$ cat config.mk
export PLATFORM = sky130hd
export DESIGN_NAME = leaf_config_ctrl_flat
export DESIGN_NICKNAME = d
export VERILOG_FILES = /design/src/rtl/leaf_config_ctrl_if.sv /design/src/rtl/leaf_config_ctrl.sv /design/src/flat_wrapper.sv
export SDC_FILE = /design/constraint.sdc
export NUM_CORES = 1
export LEC_CHECK = 0
export BUFFER_PORTS_ARGS = -buffer_cell sky130_fd_sc_hd__buf_2
export CAP_MARGIN = 0
export CORE_MARGIN = 2
export CORE_UTILIZATION = 50
export CTS_CLUSTER_DIAMETER = 200
export DETAILED_ROUTE_END_ITERATION = 6
export PLACE_DENSITY = 0.74
export REMOVE_ABC_BUFFERS = 1
export SLEW_MARGIN = 20
export SYNTH_ARGS = -nofsm -noshare
export SYNTH_HDL_FRONTEND = slang
export SYNTH_SLANG_ARGS = --single-unit
$ cat constraint.sdc
create_clock -name clk -period 4.1 [get_ports clk]
set_clock_uncertainty 0.15 [all_clocks]
set_input_delay 0 -clock clk [delete_from_list [all_inputs] [get_ports clk]]
set_output_delay 0 -clock clk [all_outputs]
set_load 0.02 [all_outputs]
$ cat src/rtl/leaf_config_ctrl_if.sv
// Signal bundle between a leaf's packet stream / host and its configuration sequencer.
// The master drives the stream, leaf address and start request; the slave returns configuration status.
interface leaf_config_ctrl_if #(
    parameter int PACKET_BITS   = 97,
    parameter int NUM_LEAF_BITS = 6,
    parameter int NUM_PORT_BITS = 4,
    parameter int NUM_ADDR_BITS = 7,
    parameter int NUM_IN_PORTS  = 7,
    parameter int NUM_OUT_PORTS = 7
);
    localparam int OUT_PORTS_REG_BITS = NUM_LEAF_BITS + NUM_PORT_BITS + 2 * NUM_ADDR_BITS + 3;
    localparam int IN_PORTS_REG_BITS  = NUM_LEAF_BITS + NUM_PORT_BITS;
    localparam int REG_CONTROL_BITS   = OUT_PORTS_REG_BITS * NUM_OUT_PORTS + IN_PORTS_REG_BITS * NUM_IN_PORTS;

    logic [NUM_LEAF_BITS-1:0]    self_leaf;
    logic [PACKET_BITS-1:0]      stream_in;
    logic                        ap_start;
    logic [REG_CONTROL_BITS-1:0] control_reg;
    logic                        ap_start_out;
    logic [1:0]                  cfg_state;
    logic                        cfg_ack;
    logic                        cfg_err;
    logic [7:0]                  cfg_wr_count;

    modport master (
        output self_leaf, stream_in, ap_start,
        input  control_reg, ap_start_out, cfg_state, cfg_ack, cfg_err, cfg_wr_count
    );

    modport slave (
        input  self_leaf, stream_in, ap_start,
        output control_reg, ap_start_out, cfg_state, cfg_ack, cfg_err, cfg_wr_count
    );
endinterface

$ cat src/rtl/leaf_config_ctrl.sv
// Snoops a leaf's packet stream for configuration packets, builds a shadow routing register,
// commits it atomically to control_reg and holds ap_start off until a configuration is live.
module leaf_config_ctrl #(
    parameter int PACKET_BITS   = 97,
    parameter int NUM_LEAF_BITS = 6,
    parameter int NUM_PORT_BITS = 4,
    parameter int NUM_ADDR_BITS = 7,
    parameter int PAYLOAD_BITS  = 64,
    parameter int NUM_IN_PORTS  = 7,
    parameter int NUM_OUT_PORTS = 7,
    parameter int CFG_PORT      = 0
) (
    input  logic               clk,
    input  logic               reset,
    leaf_config_ctrl_if.slave  bus
);
    localparam int OUT_PORTS_REG_BITS = NUM_LEAF_BITS + NUM_PORT_BITS + 2 * NUM_ADDR_BITS + 3;
    localparam int IN_PORTS_REG_BITS  = NUM_LEAF_BITS + NUM_PORT_BITS;
    localparam int REG_CONTROL_BITS   = OUT_PORTS_REG_BITS * NUM_OUT_PORTS + IN_PORTS_REG_BITS * NUM_IN_PORTS;
    localparam int OUT_BASE           = IN_PORTS_REG_BITS * NUM_IN_PORTS;

    localparam logic [3:0] OP_WR_IN  = 4'd1;
    localparam logic [3:0] OP_WR_OUT = 4'd2;
    localparam logic [3:0] OP_COMMIT = 4'd3;
    localparam logic [3:0] OP_CLEAR  = 4'd4;

    typedef enum logic [1:0] {
        ST_IDLE   = 2'd0,
        ST_LOAD   = 2'd1,
        ST_COMMIT = 2'd2,
        ST_RUN    = 2'd3
    } cfg_state_t;

    cfg_state_t                  state;
    cfg_state_t                  state_next;
    logic [REG_CONTROL_BITS-1:0] shadow;
    logic [REG_CONTROL_BITS-1:0] control_reg;
    logic                        cfg_ack;
    logic                        cfg_err;
    logic [7:0]                  wr_count;

    logic                          pkt_valid;
    logic [NUM_LEAF_BITS-1:0]      pkt_leaf;
    logic [NUM_PORT_BITS-1:0]      pkt_port;
    logic [PAYLOAD_BITS-1:0]       payload;
    logic [3:0]                    opcode;
    logic [NUM_PORT_BITS-1:0]      idx;
    logic [OUT_PORTS_REG_BITS-1:0] val;
    logic                          is_cfg;
    logic                          wr_in_ok;
    logic                          wr_out_ok;
    logic                          op_commit;
    logic                          op_clear;
    logic                          accept;
    logic                          unused_bits;

    assign pkt_valid = bus.stream_in[PACKET_BITS-1];
    assign pkt_leaf  = bus.stream_in[PACKET_BITS-2 -: NUM_LEAF_BITS];
    assign pkt_port  = bus.stream_in[PACKET_BITS-2-NUM_LEAF_BITS -: NUM_PORT_BITS];
    assign payload   = bus.stream_in[PAYLOAD_BITS-1:0];
    assign opcode    = payload[PAYLOAD_BITS-1 -: 4];
    assign idx       = payload[PAYLOAD_BITS-5 -: NUM_PORT_BITS];
    assign val       = payload[OUT_PORTS_REG_BITS-1:0];

    assign unused_bits = ^{bus.stream_in[PACKET_BITS-2-NUM_LEAF_BITS-NUM_PORT_BITS : PAYLOAD_BITS],
                           payload[PAYLOAD_BITS-5-NUM_PORT_BITS : OUT_PORTS_REG_BITS]};

    // Only packets addressed to this leaf's reserved port are configuration traffic.
    assign is_cfg    = pkt_valid && (pkt_leaf == bus.self_leaf) && (pkt_port == NUM_PORT_BITS'(CFG_PORT));
    assign wr_in_ok  = is_cfg && (opcode == OP_WR_IN)  && (idx < NUM_PORT_BITS'(NUM_IN_PORTS));
    assign wr_out_ok = is_cfg && (opcode == OP_WR_OUT) && (idx < NUM_PORT_BITS'(NUM_OUT_PORTS));
    assign op_commit = is_cfg && (opcode == OP_COMMIT);
    assign op_clear  = is_cfg && (opcode == OP_CLEAR);
    assign accept    = wr_in_ok || wr_out_ok || op_commit || op_clear;

    always_ff @(posedge clk) begin
        if (reset) begin
            state <= ST_IDLE;
        end else begin
            state <= state_next;
        end
    end

    always_comb begin
        state_next = state;
        if (state == ST_COMMIT) begin
            state_next = ST_RUN;
        end
        if (op_clear) begin
            state_next = ST_IDLE;
        end else if (op_commit) begin
            state_next = ST_COMMIT;
        end else if ((wr_in_ok || wr_out_ok) && (state == ST_IDLE)) begin
            state_next = ST_LOAD;
        end
    end

    // The commit copy samples shadow before a same-cycle write lands; CLEAR overrides both.
    always_ff @(posedge clk) begin
        if (reset) begin
            shadow      <= '0;
            control_reg <= '0;
            cfg_ack     <= 1'b0;
            cfg_err     <= 1'b0;
            wr_count    <= 8'd0;
        end else begin
            cfg_ack <= accept;
            cfg_err <= is_cfg && !accept;
            if (state == ST_COMMIT) begin
                control_reg <= shadow;
            end
            if (op_clear) begin
                shadow      <= '0;
                control_reg <= '0;
                wr_count    <= 8'd0;
            end else begin
                for (int i = 0; i < NUM_IN_PORTS; i++) begin
                    if (wr_in_ok && (idx == NUM_PORT_BITS'(i))) begin
                        shadow[i*IN_PORTS_REG_BITS +: IN_PORTS_REG_BITS] <= val[IN_PORTS_REG_BITS-1:0];
                    end
                end
                for (int i = 0; i < NUM_OUT_PORTS; i++) begin
                    if (wr_out_ok && (idx == NUM_PORT_BITS'(i))) begin
                        shadow[OUT_BASE + i*OUT_PORTS_REG_BITS +: OUT_PORTS_REG_BITS] <= val;
                    end
                end
                if ((wr_in_ok || wr_out_ok) && (wr_count != 8'hFF)) begin
                    wr_count <= wr_count + 8'd1;
                end
            end
        end
    end

    assign bus.control_reg  = control_reg;
    assign bus.cfg_state    = state;
    assign bus.cfg_ack      = cfg_ack;
    assign bus.cfg_err      = cfg_err;
    assign bus.cfg_wr_count = wr_count;
    assign bus.ap_start_out = bus.ap_start && (state == ST_RUN);
endmodule
$ cat src/flat_wrapper.sv
// flat-port wrapper written by rule: the top's interface ports become plain ports
module leaf_config_ctrl_flat 
#(
    parameter int PACKET_BITS   = 97,
    parameter int NUM_LEAF_BITS = 6,
    parameter int NUM_PORT_BITS = 4,
    parameter int NUM_ADDR_BITS = 7,
    parameter int PAYLOAD_BITS  = 64,
    parameter int NUM_IN_PORTS  = 7,
    parameter int NUM_OUT_PORTS = 7,
    parameter int CFG_PORT      = 0
)
  (clk, reset, bus_self_leaf, bus_stream_in, bus_ap_start, bus_control_reg, bus_ap_start_out, bus_cfg_state, bus_cfg_ack, bus_cfg_err, bus_cfg_wr_count);
  leaf_config_ctrl_if #(.PACKET_BITS(PACKET_BITS), .NUM_LEAF_BITS(NUM_LEAF_BITS), .NUM_PORT_BITS(NUM_PORT_BITS), .NUM_ADDR_BITS(NUM_ADDR_BITS), .NUM_IN_PORTS(NUM_IN_PORTS), .NUM_OUT_PORTS(NUM_OUT_PORTS)) bus_i ();
  input  logic clk;
  input  logic reset;
  input wire logic [$bits(bus_i.self_leaf)-1:0] bus_self_leaf;
  input wire logic [$bits(bus_i.stream_in)-1:0] bus_stream_in;
  input wire logic [$bits(bus_i.ap_start)-1:0] bus_ap_start;
  output wire logic [$bits(bus_i.control_reg)-1:0] bus_control_reg;
  output wire logic [$bits(bus_i.ap_start_out)-1:0] bus_ap_start_out;
  output wire logic [$bits(bus_i.cfg_state)-1:0] bus_cfg_state;
  output wire logic [$bits(bus_i.cfg_ack)-1:0] bus_cfg_ack;
  output wire logic [$bits(bus_i.cfg_err)-1:0] bus_cfg_err;
  output wire logic [$bits(bus_i.cfg_wr_count)-1:0] bus_cfg_wr_count;
  assign bus_i.self_leaf = bus_self_leaf;
  assign bus_i.stream_in = bus_stream_in;
  assign bus_i.ap_start = bus_ap_start;
  assign bus_control_reg = bus_i.control_reg;
  assign bus_ap_start_out = bus_i.ap_start_out;
  assign bus_cfg_state = bus_i.cfg_state;
  assign bus_cfg_ack = bus_i.cfg_ack;
  assign bus_cfg_err = bus_i.cfg_err;
  assign bus_cfg_wr_count = bus_i.cfg_wr_count;
  leaf_config_ctrl #(.PACKET_BITS(PACKET_BITS), .NUM_LEAF_BITS(NUM_LEAF_BITS), .NUM_PORT_BITS(NUM_PORT_BITS), .NUM_ADDR_BITS(NUM_ADDR_BITS), .PAYLOAD_BITS(PAYLOAD_BITS), .NUM_IN_PORTS(NUM_IN_PORTS), .NUM_OUT_PORTS(NUM_OUT_PORTS), .CFG_PORT(CFG_PORT)) u_core (.clk(clk), .reset(reset), .bus(bus_i));
endmodule
==> metrics <==
Root Buffer=clkbuf_16; max_slew headroom=0.356; TritonRoute pass-1 iters=7; Critical R2R Capture=u_core.bus.control_reg[13]; HP Class=input port to flip-flop; Post-synth EDFFs=0; Net Sw Frac=0.213; Synth Instances=between 2,000 and 2,500; Register-to-Register Path Depth=4; Residual DRC=0; Max-cap violations=0; period utilisation layout=0.771; Yosys reg bits=530; Cell Count, Final, Fillers Out=3,171; Post-synth top cells=nand2_1 (909), dfxtp_1 (530), a21oi_1 (468), clkbuf_1 (107), buf_2 (69); final setup margin=between 0.9 and 1 ns; GRT Util Overall=0.266; actual slew at the worst max-slew pin=0.965 ns; hold path start=reset; sequential area share after synthesis=0.562; row cnt=71; Layout fillers=3,216; Post-Place Cells=3,030; unrepaired setup endpoints after global routing=false; Syn Area/Cell=8.09 um2; CTS Buf Count=51; Static Leak=8.63 nW; total negative slack=0 ns; worst-skew pair later-pin latency=between 0.5 and 0.6 ns; ys async rst share=0; Top FF cell, synth=dfxtp_1; Area contributors post-synth=dfxtp_1 (56%), nand2_1 (18%), a21oi_1 (12%); minimum clock period=roughly 3.2 ns; top cell type's share of synthesized area=0.562; largest net degree at the start of global routing=129; die area=39,300 um2; Horiz. Die Dim=198 um; Routed Antenna Nets=0; Sequential Power Share=0.514; Synth Warn #=0; Power Internal=7.88 mW; initial antenna violation count=0; R2R setup slack=1.95 ns; fmax=approximately 0.32 GHz; critical path arrival=3.53 ns; first-pass GRT wire length=83,000 um; reg2reg start=u_core.bus.cfg_state[0]; antenna cells=0; final wirelength=53,200 um; DR WL/cell=roughly 17 um; TritonCTS clock tree=built; leading area contributor after synthesis=dfxtp_1; combinational share of power=0.027; port bufs=326; pwr/cell area=436 nW/um2; H-tree depth=2; Fin. Hold Viols=0; via density per instance=5.32; CTS Buffer Depth=3; Crit path required time=4.47 ns; mapped cell area=between 15,000 and 20,000 um2; Ports=378; initial core utilization=0.504; WHS Path Cells=3; Peak supply drop=348 uV; crit end category=flip-flop; Worst Hold End=u_core.bus.cfg_state[0]; worst-path maximum fanout=11; critical setup path kind=input port to flip-flop; top-count cell post-synth=nand2_1; clock slew at reported path FFs=0.06 ns; vias post-DR=16,900; initial DRC count=1,225; total net switching power=approximately 2.1 mW; Startpoint Class=input port; Final HPWL DP=around 32,000 um; vias in the first global route=15,800; post-synthesis cell type count=39; Slew Limit Fails=0; Clock Sinks=530; core area=37,400 um2; P&R area growth vs syn=21.8%; worst hold margin=0.0617 ns; gpl congestion=about 0.84; status=complete, no violations; worst slack, placed=1.15 ns; Final Setup Violations=0; Clk network pwr share=0.459; layout cell share with drive strength beyond 1=0.174; die height=198 um; fin nets=around 2,700; gr ovfl total=0
==> per-layer routing <==
layer  wire length [um]  global-route usage  vias to the layer above
met5                  0                   0                        -
met4               1360              0.0852                        0
met3               5140              0.0809                       98
met2              24700               0.436                      604
met1              22000               0.336                     7996
li1                   -                   -                     8179
==> power groups by stage <==
stage | clock (mW) | sequential (mW) | combinational, mW
2_1_floorplan | 0 | 5.26 | 0.0945
3_3_place_gp | 0 | 5.26 | 0.230
3_5_place_dp | 0 | 5.26 | 0.233
4_1_cts | 4.66 | 5.15 | 0.265
5_1_grt | 4.87 | 5.15 | 0.288
6_report | 4.59 | 5.15 | 0.269
==> worst max-delay path by stage <==
stage                 startpoint                          to  cells past startpoint
2_1_floorplan  bus_stream_in[87]  u_core.bus.cfg_wr_count[6]                      5
3_3_place_gp   bus_stream_in[87]           u_core.shadow[21]                      8
3_5_place_dp   bus_stream_in[87]  u_core.bus.control_reg[18]                      8
4_1_cts        bus_stream_in[91]           u_core.shadow[45]                      9
5_1_grt        bus_stream_in[91]           u_core.shadow[45]                      9
6_report       bus_stream_in[91]           u_core.shadow[45]                      9
==> layout by cell type (no fill, tap or decap), drive strengths merged <==
cell and n:
and4 7, nor2 64, and3 10, nand4b 2, and4b 3, or3b 3, o21ai 8, a21oi 468
a21o 1, nand3 20, nor2b 2, nand4 15, or4 5, buf 365, dfxtp 530, nand2b 3
nor4b 1, nand3b 1, o31ai 2, ha 1, clkinv 8, xor2 2, nor4 7, clkbuf 80
inv 2, nor3 12, and3b 1, bufinv 2, or3 5, xnor2 5, mux2i 61, nor3b 4
o2111a 1, dlygate4sd3 50, nand2 909
==> repair_timing <==
| item | 4_1_cts | 5_1_grt |
|---|---|---|
| gates resized for setup | 0 | 0 |
| hold buffers | 50 | 0 |
| endpoints found under the hold margin | 272 | 0 |
| buffers inserted | 0 | 0 |
==> area by class of cell <==
type / count / area [um2] / share of cell area
clock buffer: 80 / 1520 / 0.0660
tap: 511 / 639 / 0.0278
timing repair buffer: 415 / 2550 / 0.111
sequential: 530 / 10600 / 0.462
clock inverter: 11 / 120 / 0.00523
multi-input combinational: 1623 / 7540 / 0.328
inverter: 1 / 3.75 / 0.000163
==> stage by stage <==
step                      total power, mW  area [um2]  utilization
final                                10.0       23000        0.614
after global routing                 10.3       23000        0.614
after CTS                            10.1       23000        0.614
after detailed placement             5.50       20800        0.557
after global placement               5.49       20800        0.557
after floorplan                      5.36       18100            -
==> critical path, cell delays in order <==
cell,delay (ns)
dlygate4sd3_1,0.56
buf_2,0.15
nand2b_1,0.11
nand4b_2,0.44
nor4b_4,0.50
dlygate4sd3_1,0.88
nand3_1,0.14
dlygate4sd3_1,0.61
a21oi_1,0.14
==> logic make-up after synthesis <==
group / synth area share
multiplexers: 0.0324
AO/OA/AOI/OAI: 0.128
AND/OR/NAND/NOR: 0.232
buffers and inverters: 0.0412
flip-flops: 0.562
XOR/XNOR: 0.00325
adder cells (fa/ha/maj): 0.000663
(Power assumes the default switching activity.)
